### src/rtl/char_cell_plotter.sv
// rtl/char_cell_plotter.sv - walks one 8x8 text cell and drives the 160x120 framebuffer write port
// One pixel per clock from an internal 5x7 glyph ROM; erase mode paints the whole cell background.
module char_cell_plotter #(
    parameter logic [2:0] FG_COLOUR = 3'b111,
    parameter logic [2:0] BG_COLOUR = 3'b000
) (
    input  logic       clk,
    input  logic       resetn,
    input  logic       start,
    input  logic [4:0] char_id,
    input  logic [4:0] col,
    input  logic [3:0] row,
    input  logic       delete,
    output logic [7:0] vga_x,
    output logic [6:0] vga_y,
    output logic [2:0] vga_colour,
    output logic       plot,
    output logic       busy,
    output logic       done,
    output logic       err
);

    localparam logic [1:0] S_IDLE   = 2'd0;
    localparam logic [1:0] S_SETUP  = 2'd1;
    localparam logic [1:0] S_DRAW   = 2'd2;
    localparam logic [1:0] S_FINISH = 2'd3;

    logic [1:0]  state_q, state_d;
    logic [5:0]  cnt_q, cnt_d;
    logic [4:0]  id_q, id_d;
    logic [4:0]  col_q, col_d;
    logic [3:0]  row_q, row_d;
    logic        del_q, del_d;
    logic [7:0]  x_q, x_d;
    logic [6:0]  y_q, y_d;
    logic [2:0]  colour_q, colour_d;
    logic        plot_q, plot_d;
    logic        busy_q, busy_d;
    logic        done_q, done_d;
    logic        err_q, err_d;
    logic [63:0] glyph;

    // Font rows are written visually: 7 rows of 5 bits, leftmost bit is px 0 of row 0.
    function automatic logic [34:0] font(input logic [4:0] id);
        case (id)
            5'd1:    font = 35'b01110_10001_10001_11111_10001_10001_10001;
            5'd2:    font = 35'b11110_10001_10001_11110_10001_10001_11110;
            5'd3:    font = 35'b01110_10001_10000_10000_10000_10001_01110;
            5'd4:    font = 35'b11110_10001_10001_10001_10001_10001_11110;
            5'd5:    font = 35'b11111_10000_10000_11110_10000_10000_11111;
            5'd6:    font = 35'b11111_10000_10000_11110_10000_10000_10000;
            5'd7:    font = 35'b01110_10001_10000_10111_10001_10001_01111;
            5'd8:    font = 35'b10001_10001_10001_11111_10001_10001_10001;
            5'd9:    font = 35'b01110_00100_00100_00100_00100_00100_01110;
            5'd10:   font = 35'b00111_00010_00010_00010_00010_10010_01100;
            5'd11:   font = 35'b10001_10010_10100_11000_10100_10010_10001;
            5'd12:   font = 35'b10000_10000_10000_10000_10000_10000_11111;
            5'd13:   font = 35'b10001_11011_10101_10101_10001_10001_10001;
            5'd14:   font = 35'b10001_10001_11001_10101_10011_10001_10001;
            5'd15:   font = 35'b01110_10001_10001_10001_10001_10001_01110;
            5'd16:   font = 35'b11110_10001_10001_11110_10000_10000_10000;
            5'd17:   font = 35'b01110_10001_10001_10001_10101_10010_01101;
            5'd18:   font = 35'b11110_10001_10001_11110_10100_10010_10001;
            5'd19:   font = 35'b01111_10000_10000_01110_00001_00001_11110;
            5'd20:   font = 35'b11111_00100_00100_00100_00100_00100_00100;
            5'd21:   font = 35'b10001_10001_10001_10001_10001_10001_01110;
            5'd22:   font = 35'b10001_10001_10001_10001_10001_01010_00100;
            5'd23:   font = 35'b10001_10001_10001_10101_10101_10101_01010;
            5'd24:   font = 35'b10001_10001_01010_00100_01010_10001_10001;
            5'd25:   font = 35'b10001_10001_01010_00100_00100_00100_00100;
            5'd26:   font = 35'b11111_00001_00010_00100_01000_10000_11111;
            default: font = 35'b0;
        endcase
    endfunction

    // Spread into the 64-bit cell layout (bit py*8+px); row 7 and columns 5..7 stay clear.
    function automatic logic [63:0] expand(input logic [34:0] f);
        logic [63:0] g;
        g = 64'b0;
        for (int py = 0; py < 7; py++) begin
            for (int px = 0; px < 5; px++) begin
                g[py*8+px] = f[34-(py*5+px)];
            end
        end
        return g;
    endfunction

    assign glyph = expand(font(id_q));

    always_comb begin
        state_d  = state_q;
        cnt_d    = cnt_q;
        id_d     = id_q;
        col_d    = col_q;
        row_d    = row_q;
        del_d    = del_q;
        x_d      = x_q;
        y_d      = y_q;
        colour_d = colour_q;
        busy_d   = busy_q;
        plot_d   = 1'b0;
        done_d   = 1'b0;
        err_d    = 1'b0;
        case (state_q)
            S_IDLE: begin
                if (start) begin
                    if (col <= 5'd19 && row <= 4'd14) begin
                        id_d    = char_id;
                        col_d   = col;
                        row_d   = row;
                        del_d   = delete;
                        cnt_d   = 6'd0;
                        busy_d  = 1'b1;
                        state_d = S_SETUP;
                    end else begin
                        err_d = 1'b1;
                    end
                end
            end
            S_SETUP, S_DRAW: begin
                // Pixel 0 leaves on the SETUP->DRAW edge so the 64 plots land on E1..E64.
                x_d      = {col_q, cnt_q[2:0]};
                y_d      = {row_q, cnt_q[5:3]};
                colour_d = (!del_q && glyph[cnt_q]) ? FG_COLOUR : BG_COLOUR;
                plot_d   = 1'b1;
                cnt_d    = cnt_q + 6'd1;
                if (state_q == S_SETUP) begin
                    state_d = S_DRAW;
                end else if (cnt_q == 6'd63) begin
                    state_d = S_FINISH;
                end
            end
            default: begin
                busy_d  = 1'b0;
                done_d  = 1'b1;
                state_d = S_IDLE;
            end
        endcase
    end

    always_ff @(posedge clk or negedge resetn) begin
        if (!resetn) begin
            state_q  <= S_IDLE;
            cnt_q    <= 6'd0;
            id_q     <= 5'd0;
            col_q    <= 5'd0;
            row_q    <= 4'd0;
            del_q    <= 1'b0;
            x_q      <= 8'd0;
            y_q      <= 7'd0;
            colour_q <= 3'd0;
            plot_q   <= 1'b0;
            busy_q   <= 1'b0;
            done_q   <= 1'b0;
            err_q    <= 1'b0;
        end else begin
            state_q  <= state_d;
            cnt_q    <= cnt_d;
            id_q     <= id_d;
            col_q    <= col_d;
            row_q    <= row_d;
            del_q    <= del_d;
            x_q      <= x_d;
            y_q      <= y_d;
            colour_q <= colour_d;
            plot_q   <= plot_d;
            busy_q   <= busy_d;
            done_q   <= done_d;
            err_q    <= err_d;
        end
    end

    assign vga_x      = x_q;
    assign vga_y      = y_q;
    assign vga_colour = colour_q;
    assign plot       = plot_q;
    assign busy       = busy_q;
    assign done       = done_q;
    assign err        = err_q;

endmodule

### config.mk
export PLATFORM = sky130hd
export DESIGN_NAME = char_cell_plotter
export DESIGN_NICKNAME = d
export VERILOG_FILES = /design/src/rtl/char_cell_plotter.sv
export SDC_FILE = /design/constraint.sdc
export NUM_CORES = 1
export LEC_CHECK = 0
export BUFFER_PORTS_ARGS = -buffer_cell sky130_fd_sc_hd__buf_2
export CAP_MARGIN = 5
export CORE_MARGIN = 1
export CORE_UTILIZATION = 40
export DETAILED_ROUTE_END_ITERATION = 12
export SLEW_MARGIN = 15
export SYNTH_ARGS = -nofsm -noshare
export SYNTH_HDL_FRONTEND = slang
export SYNTH_SLANG_ARGS = --single-unit
### constraint.sdc
create_clock -name clk -period 3.1 [get_ports clk]
set_input_delay 0.465 -clock clk [delete_from_list [all_inputs] [get_ports clk]]
set_output_delay 0.465 -clock clk [all_outputs]
set_load 0.02 [all_outputs]
==> run summary <==
Die X -> 91.2 um
vias in the first global route -> 2812
Required @ worst endpoint -> 3.32 ns
Post-Syn Instances -> 358
Post-synth EDFFs -> 0
first-pass GRT wire length -> 14300 um
P_leak -> 0.00150 uW
setup_tns -> 0 ns
# resized after CTS -> 0
layout cell share with drive strength beyond 1 -> 0.249
CTS Root Cell -> clkbuf_8
Crit Path Max Fanout -> 13
crit end category -> flip-flop
wire per inst -> 17.7 um
Max VDD drop -> 506 uV
Seq/Total Area, Yosys -> 0.338
dominant synthesized flop cell -> dfrtp_1
Crit Path Class -> reg -> reg
slew at the pin closest to its max-slew limit -> 0.957 ns
initial core utilization -> 0.412
post-synthesis xor/xnor area fraction -> 0.0192
DRT Wirelength -> 8570 um
leading area contributor after synthesis -> dfrtp_1
Async SR Flop Fraction -> 1.00
vias per cell -> 6.11
Hold Buf Count CTS -> 0
synthesis-stage register bit count -> 43
Synth Area in Adders -> 0.0550
Max-cap violations -> 0
DIE AREA -> 0.00832 mm2
post-synth top area share -> 0.338
Slew headroom -> 0.362
CTS Buffer Depth -> 2
H-tree depth -> 2
largest family of logic cells by synthesized area -> compound AO/OA/AOI/OAI gates
run status -> complete, no violations
most frequent cell after synthesis -> dfrtp_1
Layout area overhead -> 10.8%
area of the multi-input gates -> 0.00190 mm2
pin count of the biggest net entering global routing -> 44
WP data arrival -> 2.88 ns
fin crit period -> 2.67 ns
Final nets -> 414
Net Count, Synth -> 390
Die H -> 91.2 um
Hold Fails Final Rpt -> 0
vias post-DR -> 2955
Reg clk slew, reported paths -> 0.09 ns
Core ar. -> 0.00773 mm2
Placer Congestion -> 0.920
DRT antenna net count -> 0
CTS tree -> done
postcts setup bufs -> 0
clk_skew -> 0.0101 ns
synth unique cells -> 56
Num CTS Buffers -> 5
total global-route track usage -> 0.214
Clock Sinks -> 43
number of remaining DRC errors -> 0
RSZ-0062 raised after global routing -> no
initial antenna violation count -> 0
mapped cell area -> 0.00319 mm2
post-synthesis area per instance -> 8.90 um2
Fmax -> 375 MHz
grt ovf -> 0
FF/Latch Area -> 0.00108 mm2
Simple-Gate Fraction of Synth Area -> 0.170
Ant. Diodes -> 0
Final Power -> 4380 uW
Worst Hold Class -> in -> async
drt first pass iters -> 5
crit start category -> flip-flop
Commonest cells post-synth -> dfrtp_1 (43), mux2_2 (31), a21oi_1 (24)
Cell Rows -> 32
fin crit share -> 0.860
Top Ports -> 40
warnings from Yosys -> 0
Setup violations, final -> 0
hpwl dp -> 6200 um
Power Density -> 1240 mW/mm2
Starting DRT DRC Count -> 328
Post-Route Utilization -> 0.457
ranking of synthesized cells by area -> dfrtp_1 (34%), mux2_2 (11%), ha_1 (5.5%)
Synth Area in Compound Gates -> 0.228
post-synthesis mux area share -> 0.125
Slew Limit Fails -> 0
Fillers -> 788
clk_lat worst skew -> 0.29 ns
port bufs -> 39
-- cell type report --
type | count | area share
multi-input cells | 268 | 0.540
clock inverters | 2 | 0.00390
flip-flops and latches | 43 | 0.305
well taps | 102 | 0.0362
clock buffers | 5 | 0.0195
repair buffers | 52 | 0.0830
inverters | 12 | 0.0128
-- per-stage QoR --
step | setup slack [ns] | cell area [um2] | hold slack (ns) | instances
detailed placement | 0.470 | 3450 | 0.490 | 477
CTS | 0.436 | 3530 | 0.353 | 484
global placement | 0.584 | 3450 | 0.480 | 477
global route | 0.201 | 3530 | 0.386 | 484
floorplan | 0.678 | 3190 | 0.169 | 358
finish | 0.433 | 3530 | 0.316 | 484
-- registers in the layout (all words and copies together) (netlist names) --
register and cells:
busy 1, cnt_q 6, col_q 5, del_q 1, done 1, err 1, id_q 5, plot 1
row_q 4, state_q 2, vga_colour 1, vga_x 8, vga_y 7
-- critical path, stage by stage, from the launching register on --
cell and delay [ns]:
dfrtp_1 0.59, inv_1 0.17, ha_1 0.34, nor4bb_1 0.34
a211oi_1 0.08, or4_1 0.49, nor4_1 0.27, nand4_1 0.12
o2111ai_1 0.18
-- path summary, 6_finish.rpt --
| kind | start | to | slack (ns) | cells past startpoint |
|---|---|---|---|---|
| max reg2reg | id_q[1]$_DFFE_PN0P_ | vga_colour[1]$_DFFE_PN0N_ | 0.43 | 8 |
| max | id_q[1]$_DFFE_PN0P_ | vga_colour[1]$_DFFE_PN0N_ | 0.43 | 8 |
| min reg2reg | vga_x[4]$_DFFE_PN0N_ | vga_x[4]$_DFFE_PN0N_ | 0.51 | 1 |
| min in group clk | char_id[2] | id_q[2]$_DFFE_PN0P_ | 0.40 | 2 |
| min | resetn | cnt_q[5]$_DFFE_PN0P_ | 0.32 | 1 |
| max in group asynchronous | resetn | vga_x[2]$_DFFE_PN0N_ | 2.19 | 1 |
-- cell families (layout without fill, tap and decap cells) --
family / Yosys count / count (layout)
AOI/OAI and AO/OA: 108 / 108
xor gates and xnor gates: 7 / 7
adders and majority gates: 14 / 14
buffers and inverters: 47 / 71
muxes: 36 / 36
DFF: 43 / 43
and+or+nand+nor: 103 / 103
-- metal layers --
layer / vias to the layer above / global-route usage / wire, um / share of wire
li1: 1370 / - / - / -
met1: 1423 / 0.306 / 3980 / 0.46
met2: 144 / 0.321 / 3780 / 0.44
met3: 18 / 0.0402 / 631 / 0.074
met4: 0 / 0.0780 / 173 / 0.020
met5: - / 0 / 0 / 0
-- power breakdown --
part | total [uW] | internal [uW] | switching [uW]
clock network | 346 | 154 | 192
registers | 1100 | 820 | 278
logic | 2930 | 1180 | 1750
-- cells in the final DEF (no fill, tap or decap), drive strengths merged, types with 4 or more instances in the layout --
| master | instances |
|---|---|
| nand4 | 7 |
| nand2b | 10 |
| nor2 | 21 |
| dfrtp | 43 |
| xor2 | 4 |
| ha | 14 |
| o2111ai | 4 |
| nand3b | 5 |
| o211ai | 6 |
| a21oi | 24 |
| mux2 | 31 |
| o221ai | 4 |
| o21ai | 22 |
| mux2i | 5 |
| clkbuf | 5 |
| a31oi | 12 |
| nand3 | 4 |
| buf | 52 |
| nand2 | 23 |
| a211oi | 6 |
| nor2b | 6 |
| o311ai | 4 |
| nor3 | 9 |
| inv | 12 |
Power figures use the tool's default switching activity.
